File: config.mk
export PLATFORM = sky130hd
export DESIGN_NAME = id_ex_stage
export DESIGN_NICKNAME = d
export VERILOG_FILES = /design/src/rtl/id_ex_stage.sv
export SDC_FILE = /design/constraint.sdc
export NUM_CORES = 1
export LEC_CHECK = 0
export CORE_MARGIN = 5
export CORE_UTILIZATION = 40
export CTS_CLUSTER_SIZE = 10
export DETAILED_ROUTE_END_ITERATION = 7
export GPL_TIMING_DRIVEN = 1
export PLACE_DENSITY = 0.77
export SLEW_MARGIN = 20
export SYNTH_ARGS = -nofsm -noshare
export SYNTH_HDL_FRONTEND = slang
export SYNTH_SLANG_ARGS = --single-unit
File: constraint.sdc
create_clock -name clk -period 4.7 [get_ports clk]
set_clock_uncertainty 0.1 [all_clocks]
set_input_delay 0.94 -clock clk [delete_from_list [all_inputs] [get_ports clk]]
set_output_delay 0.94 -clock clk [all_outputs]
set_load 0.03 [all_outputs]
File: src/rtl/id_ex_stage.sv
// id_ex_stage: ID/EX pipeline register with load-use hazard detection and MEM/WB operand forwarding.
//   Control in  : clk, rst (async, active-high), stall, flush
//   ID in       : id_valid, id_pc, id_rs1_data, id_rs2_data, id_imm, id_rs1_idx, id_rs2_idx,
//                 id_rd_idx, id_aluop, id_a_sel, id_b_sel, id_regwrite, id_is_load
//   Forward in  : mem_regwrite, mem_rd_idx, mem_result, wb_regwrite, wb_rd_idx, wb_data
//   Out         : load_use_stall, ex_valid, ex_pc, ex_aluop, ex_alu_a, ex_alu_b,
//                 ex_store_data, ex_rd_idx, ex_regwrite, ex_is_load
module id_ex_stage #(
  parameter int XLEN = 32,
  parameter int RIDX = 5
) (
  input  logic            clk,
  input  logic            rst,
  input  logic            stall,
  input  logic            flush,
  input  logic            id_valid,
  input  logic [XLEN-1:0] id_pc,
  input  logic [XLEN-1:0] id_rs1_data,
  input  logic [XLEN-1:0] id_rs2_data,
  input  logic [XLEN-1:0] id_imm,
  input  logic [RIDX-1:0] id_rs1_idx,
  input  logic [RIDX-1:0] id_rs2_idx,
  input  logic [RIDX-1:0] id_rd_idx,
  input  logic [2:0]      id_aluop,
  input  logic            id_a_sel,
  input  logic            id_b_sel,
  input  logic            id_regwrite,
  input  logic            id_is_load,
  input  logic            mem_regwrite,
  input  logic [RIDX-1:0] mem_rd_idx,
  input  logic [XLEN-1:0] mem_result,
  input  logic            wb_regwrite,
  input  logic [RIDX-1:0] wb_rd_idx,
  input  logic [XLEN-1:0] wb_data,
  output logic            load_use_stall,
  output logic            ex_valid,
  output logic [XLEN-1:0] ex_pc,
  output logic [2:0]      ex_aluop,
  output logic [XLEN-1:0] ex_alu_a,
  output logic [XLEN-1:0] ex_alu_b,
  output logic [XLEN-1:0] ex_store_data,
  output logic [RIDX-1:0] ex_rd_idx,
  output logic            ex_regwrite,
  output logic            ex_is_load
);
  logic            valid_q, valid_d, cap;
  logic [XLEN-1:0] pc_q, rs1_q, rs2_q, imm_q, rs1_d, rs2_d, fwd_rs1, fwd_rs2;
  logic [RIDX-1:0] rs1_idx_q, rs2_idx_q, rd_q;
  logic [2:0]      aluop_q;
  logic            a_sel_q, b_sel_q, regwrite_q, is_load_q;

  // Conservative: either source matching a pending load destination holds ID.
  assign load_use_stall = id_valid & valid_q & is_load_q & (rd_q != '0) &
                          ((id_rs1_idx == rd_q) | (id_rs2_idx == rd_q));

  assign cap     = ~flush & ~stall & ~load_use_stall;
  assign valid_d = flush ? 1'b0 : stall ? valid_q : load_use_stall ? 1'b0 : id_valid;

  // The regfile write in WB lands in the same cycle as the ID read, so take it directly.
  assign rs1_d = (wb_regwrite && wb_rd_idx != '0 && wb_rd_idx == id_rs1_idx) ? wb_data : id_rs1_data;
  assign rs2_d = (wb_regwrite && wb_rd_idx != '0 && wb_rd_idx == id_rs2_idx) ? wb_data : id_rs2_data;

  always_ff @(posedge clk or posedge rst) begin
    if (rst) begin
      valid_q    <= 1'b0;
      pc_q       <= '0;
      rs1_q      <= '0;
      rs2_q      <= '0;
      imm_q      <= '0;
      rs1_idx_q  <= '0;
      rs2_idx_q  <= '0;
      rd_q       <= '0;
      aluop_q    <= '0;
      a_sel_q    <= 1'b0;
      b_sel_q    <= 1'b0;
      regwrite_q <= 1'b0;
      is_load_q  <= 1'b0;
    end else begin
      valid_q <= valid_d;
      if (cap) begin
        pc_q       <= id_pc;
        rs1_q      <= rs1_d;
        rs2_q      <= rs2_d;
        imm_q      <= id_imm;
        rs1_idx_q  <= id_rs1_idx;
        rs2_idx_q  <= id_rs2_idx;
        rd_q       <= id_rd_idx;
        aluop_q    <= id_aluop;
        a_sel_q    <= id_a_sel;
        b_sel_q    <= id_b_sel;
        regwrite_q <= id_regwrite;
        is_load_q  <= id_is_load;
      end
    end
  end

  // MEM is younger than WB, so it wins; x0 always reads its latched value.
  assign fwd_rs1 = (mem_regwrite && rs1_idx_q != '0 && mem_rd_idx == rs1_idx_q) ? mem_result :
                   (wb_regwrite  && rs1_idx_q != '0 && wb_rd_idx  == rs1_idx_q) ? wb_data : rs1_q;
  assign fwd_rs2 = (mem_regwrite && rs2_idx_q != '0 && mem_rd_idx == rs2_idx_q) ? mem_result :
                   (wb_regwrite  && rs2_idx_q != '0 && wb_rd_idx  == rs2_idx_q) ? wb_data : rs2_q;

  assign ex_valid      = valid_q;
  assign ex_pc         = pc_q;
  assign ex_aluop      = aluop_q;
  assign ex_alu_a      = a_sel_q ? pc_q : fwd_rs1;
  assign ex_alu_b      = b_sel_q ? fwd_rs2 : imm_q;
  assign ex_store_data = fwd_rs2;
  assign ex_rd_idx     = rd_q;
  assign ex_regwrite   = valid_q & regwrite_q;
  assign ex_is_load    = valid_q & is_load_q;
endmodule
==> results.md <==
- The first global-routing pass estimated 58680 µm of wire.
- The number of different library cells used by synthesis comes to 41.
- The clock-pin slew on the worst setup and hold paths is 0.07 ns.
- Hold timing on the final database bottoms out at a slack of 0.4037 ns.
- The internal power of the cells totals 0.003238 W.
- The cell area that synthesis handed to floorplanning was 9507 µm².
- Leaving out fill and tap cells, the most frequent cell in the layout is clkdlybuf4s50_1.
- The final hold violation count came to 0.
- Leaving out fill and tap cells, the most frequent cells in the layout are clkdlybuf4s50_1 (272), mux2_2 (201), dfrtp_1 (149).
- Synthesis handed over a netlist of 933 instances.
- The average instance area after synthesis is 10.19 µm².
- The type of the worst min-delay path is reg -> reg.
- The die covers 26950 µm².
- After synthesis, the largest family of logic cells by area is multiplexers.
- At the end of the flow, the number of nets in the layout was 1528.
- The part of the power in registers is 31.7%.
- For this run, the detailed router's first-pass iteration total came to 8.
- The via count of the first global-routing pass is 10180.
- The residual antenna-violating net count after detailed routing is 0.
- The worst path uses 98.78% of the clock period.
- In this run the count of I/O pins placed on the die edge is 371.
- The via total after detailed routing is 9499.
- The register bit total from synthesis is 151.
- Data on the critical path is required at its endpoint by 3.66 ns.
- The total net switching power is 0.001975 W.
- The worst setup path is launched from a primary input.
- The via density per instance is 5.828.
- The synthesized netlist devotes 0% of its cell area to adder and majority cells.
- The kind of critical path is in -> out.
- The synthesized netlist devotes 10.16% of its cell area to simple gates.
- The final reports fail on DRC.
- In this run the biggest area consumer among cell types represents 39.75% of the synthesized area.
- The clock share of power is 25.5%.
- Max-cap violations in this run came to 0.
- After legalization and detailed placement, the total HPWL measured 28160 µm.
- The count of buffers from port buffering is 370.
- The remaining global-route overflow is 0.
- The transition time at the pin with the least slew margin is 0.9566 ns.
- The total clock sinks is 151.
- The maximum number of buffers from clock root to sink is 2.
- The clock reaches the later pin of the worst-skew pair after 0.41 ns.
- The xor and xnor fraction of the mapped netlist area is 3.409%.
- At the end of routability-driven placement, the weighted congestion stood at 0.8571.
- In this run, the number of DRC markers left after iteration 0 of detailed routing was 980.
- The cell row count is 56.
- After detailed routing, the average wire length per cell comes to 23.84 µm.
- During synthesis, Yosys emitted a total of 0 warnings.
- The die height is 164.2 µm.
- The library cell occupying the most area in the post-synthesis netlist is dfrtp_1.
- The post-synthesis mux area share is 28.13%.
- Summing the areas of all compound-gate instances in the mapped netlist gives 11.46% of the synthesized area.
- The layout has 1979 filler cells.
- The setup violation total in the final timing report is 0.
- The post-route setup TNS is 0 ns.
- Setup repair after global routing left no endpoint under its margin.
- VDD sags by at most 0.1879 mV.
- The layout overhead on the synthesized area is 52.65%.
- The flow ran to the end, but the final reports show violations.
- In this run the static leakage power is 5.769 nW.
- Sorting the synthesized cells by area gives the leading types as dfrtp_1 (40%), mux2_2 (24%), a222oi_1 (3.4%).
- Of all nets on the critical path, the largest fanout is 19.
- The achievable clock frequency is 215.4 MHz.
- The initial utilization of the core area, before any placement, comes to 40.50%.
- The final count of pins violating max slew is 0.
- Of the synthesized area, sequential elements account for 39.75%.
- The initial antenna violation count is 2.
- Across every metal layer, demand over resource in global routing totals 28.38%.
- Per report_power, the combinational group accounts for 42.8% of the total.
- The library cell used as clock root buffer is clkbuf_16.
- The post-route netlist has 28.47% of its cells at a drive strength greater than 1.
- The die outline width is 164.2 µm.
- TritonCTS created 17 clock buffers.
- The number of design rule violations left after detail routing is 11.
- Entering global routing, the biggest net connects 78 pins.
- Synthesis produced a netlist with a net count of 1164.
- The shortest clock period the worst path allows after layout is 4.643 ns.
- The H-tree was split into 4 levels.
- In this run the standard cell core region covers 23470 µm².
- TritonCTS built the clock tree.
- The switching power as a share of total power is 37.89%.
- The critical path data arrival time is 3.60 ns.
- Summed over all layers, the routed wires come to 38860 µm.
- Power spread over the standard cell area amounts to 359.3 nW/µm².
- The type of destination of the critical path is a primary output.
- The worst slew margin relative to its limit is 36.22%.
power groups by stage:
stage / registers (W) / clock network [W] / logic (W)
CTS: 0.00165 / 0.00136 / 0.00223
global route: 0.00167 / 0.00142 / 0.00235
finish: 0.00165 / 0.00133 / 0.00223
floorplan: 0.00169 / 0 / 0.00115
global placement: 0.00166 / 0 / 0.00225
detailed placement: 0.00167 / 0 / 0.00228
worst max-delay path: stages:
cell	delay [ns]
clkdlybuf4s50_1	0.54
xnor2_1	0.13
nand2_1	0.06
a2111oi_0	0.44
buf_4	0.21
and3_2	0.44
buf_4	0.38
a222oi_1	0.12
buf_4	0.19
buf_12	0.13
cell families after synthesis:
| logic type | count (synthesis) |
|---|---|
| mux | 241 |
| simple gates | 195 |
| buf+inv | 163 |
| flops | 151 |
| compound gates | 146 |
| xor+xnor | 37 |
worst paths after layout:
| path | start | end | slack (ns) | depth (start not counted) |
|---|---|---|---|---|
| worst max-delay path | mem_rd_idx[3] | ex_alu_a[20] | 0.06 | 10 |
| worst min-delay path | regwrite_q$_DFFE_PP0P_ | regwrite_q$_DFFE_PP0P_ | 0.40 | 1 |
| worst max register to register | ex_rd_idx[1]$_DFFE_PP0P_ | rs2_q[7]$_DFFE_PP0P_ | 1.76 | 5 |
| worst min register to register | regwrite_q$_DFFE_PP0P_ | regwrite_q$_DFFE_PP0P_ | 0.40 | 1 |
| max in group asynchronous | rst | b_sel_q$_DFFE_PP0P_ | 3.18 | 3 |
| min in group asynchronous | rst | ex_rd_idx[3]$_DFFE_PP0P_ | 0.91 | 3 |
repair_timing:
action,CTS,global route
gates resized for setup,54,1
pin swaps,3,2
buffers inserted,1,1
setup endpoints to repair,53,2
hold buffers,0,0
through the flow:
step | area (µm²) | instances | total power, W | util [%] | worst slack (ns)
after CTS | 14500 | 1628 | 0.005232 | 61.76 | 0.03199
after floorplan | 9510 | 933 | 0.002838 | - | 0.6040
after detailed placement | 13980 | 1595 | 0.003949 | 59.56 | -0.2360
after global routing | 14510 | 1629 | 0.005439 | 61.81 | 0.01469
final | 14510 | 1630 | 0.005214 | 61.82 | 0.05714
after global placement | 13980 | 1595 | 0.003907 | 59.56 | -0.1959
routing by layer:
| layer | track usage, % | wire length, µm | vias to the layer above | share of wire, % |
|---|---|---|---|---|
| met2 | 47.21 | 18820 | 545 | 48 |
| met5 | 0 | 27 | - | 0.069 |
| li1 | - | - | 4167 | - |
| met3 | 8.356 | 3853 | 113 | 9.9 |
| met1 | 34.15 | 14660 | 4670 | 38 |
| met4 | 12.31 | 1498 | 4 | 3.9 |
synth_stat cells, drive strengths merged:
cell,instances
a2111oi,1
a211oi,1
a21oi,2
a222oi,32
a22oi,2
a31oi,31
a41oi,1
and2,3
and3,1
and3b,1
buf,40
clkbuf,53
dfrtp,151
inv,70
mux2,209
mux2i,32
nand2,72
nand3,33
nand4,2
nor2,7
nor2b,1
nor3,35
nor4,33
o211ai,2
o21a,1
o21ai,3
o22ai,38
o31a,1
o31ai,31
or2,2
or4,4
or4b,1
xnor2,20
xor2,17
layout make-up:
cell class                      instances  area [µm²]  share of cell area [%]
Antenna cell                            1       2.502                 0.01724
Clock buffer                           19       432.9                   2.983
Clock inverter                         13       120.1                  0.8277
Inverter                               70       266.5                   1.837
Multi-Input combinational cell        619        5209                   35.89
Sequential cell                       151        3781                   26.06
Tap cell                              319       399.1                   2.750
Timing Repair Buffer                  438        4300                   29.63
flip-flops by register name (all words and copies together), names as in the netlist, 3 cells and up:
name	flops
ex_aluop	3
ex_rd_idx	5
rs1_q	32
rs2_idx_q	5
rs1_idx_q	5
rs2_q	32
imm_q	32
ex_pc	32
(Power assumes the default switching activity.)
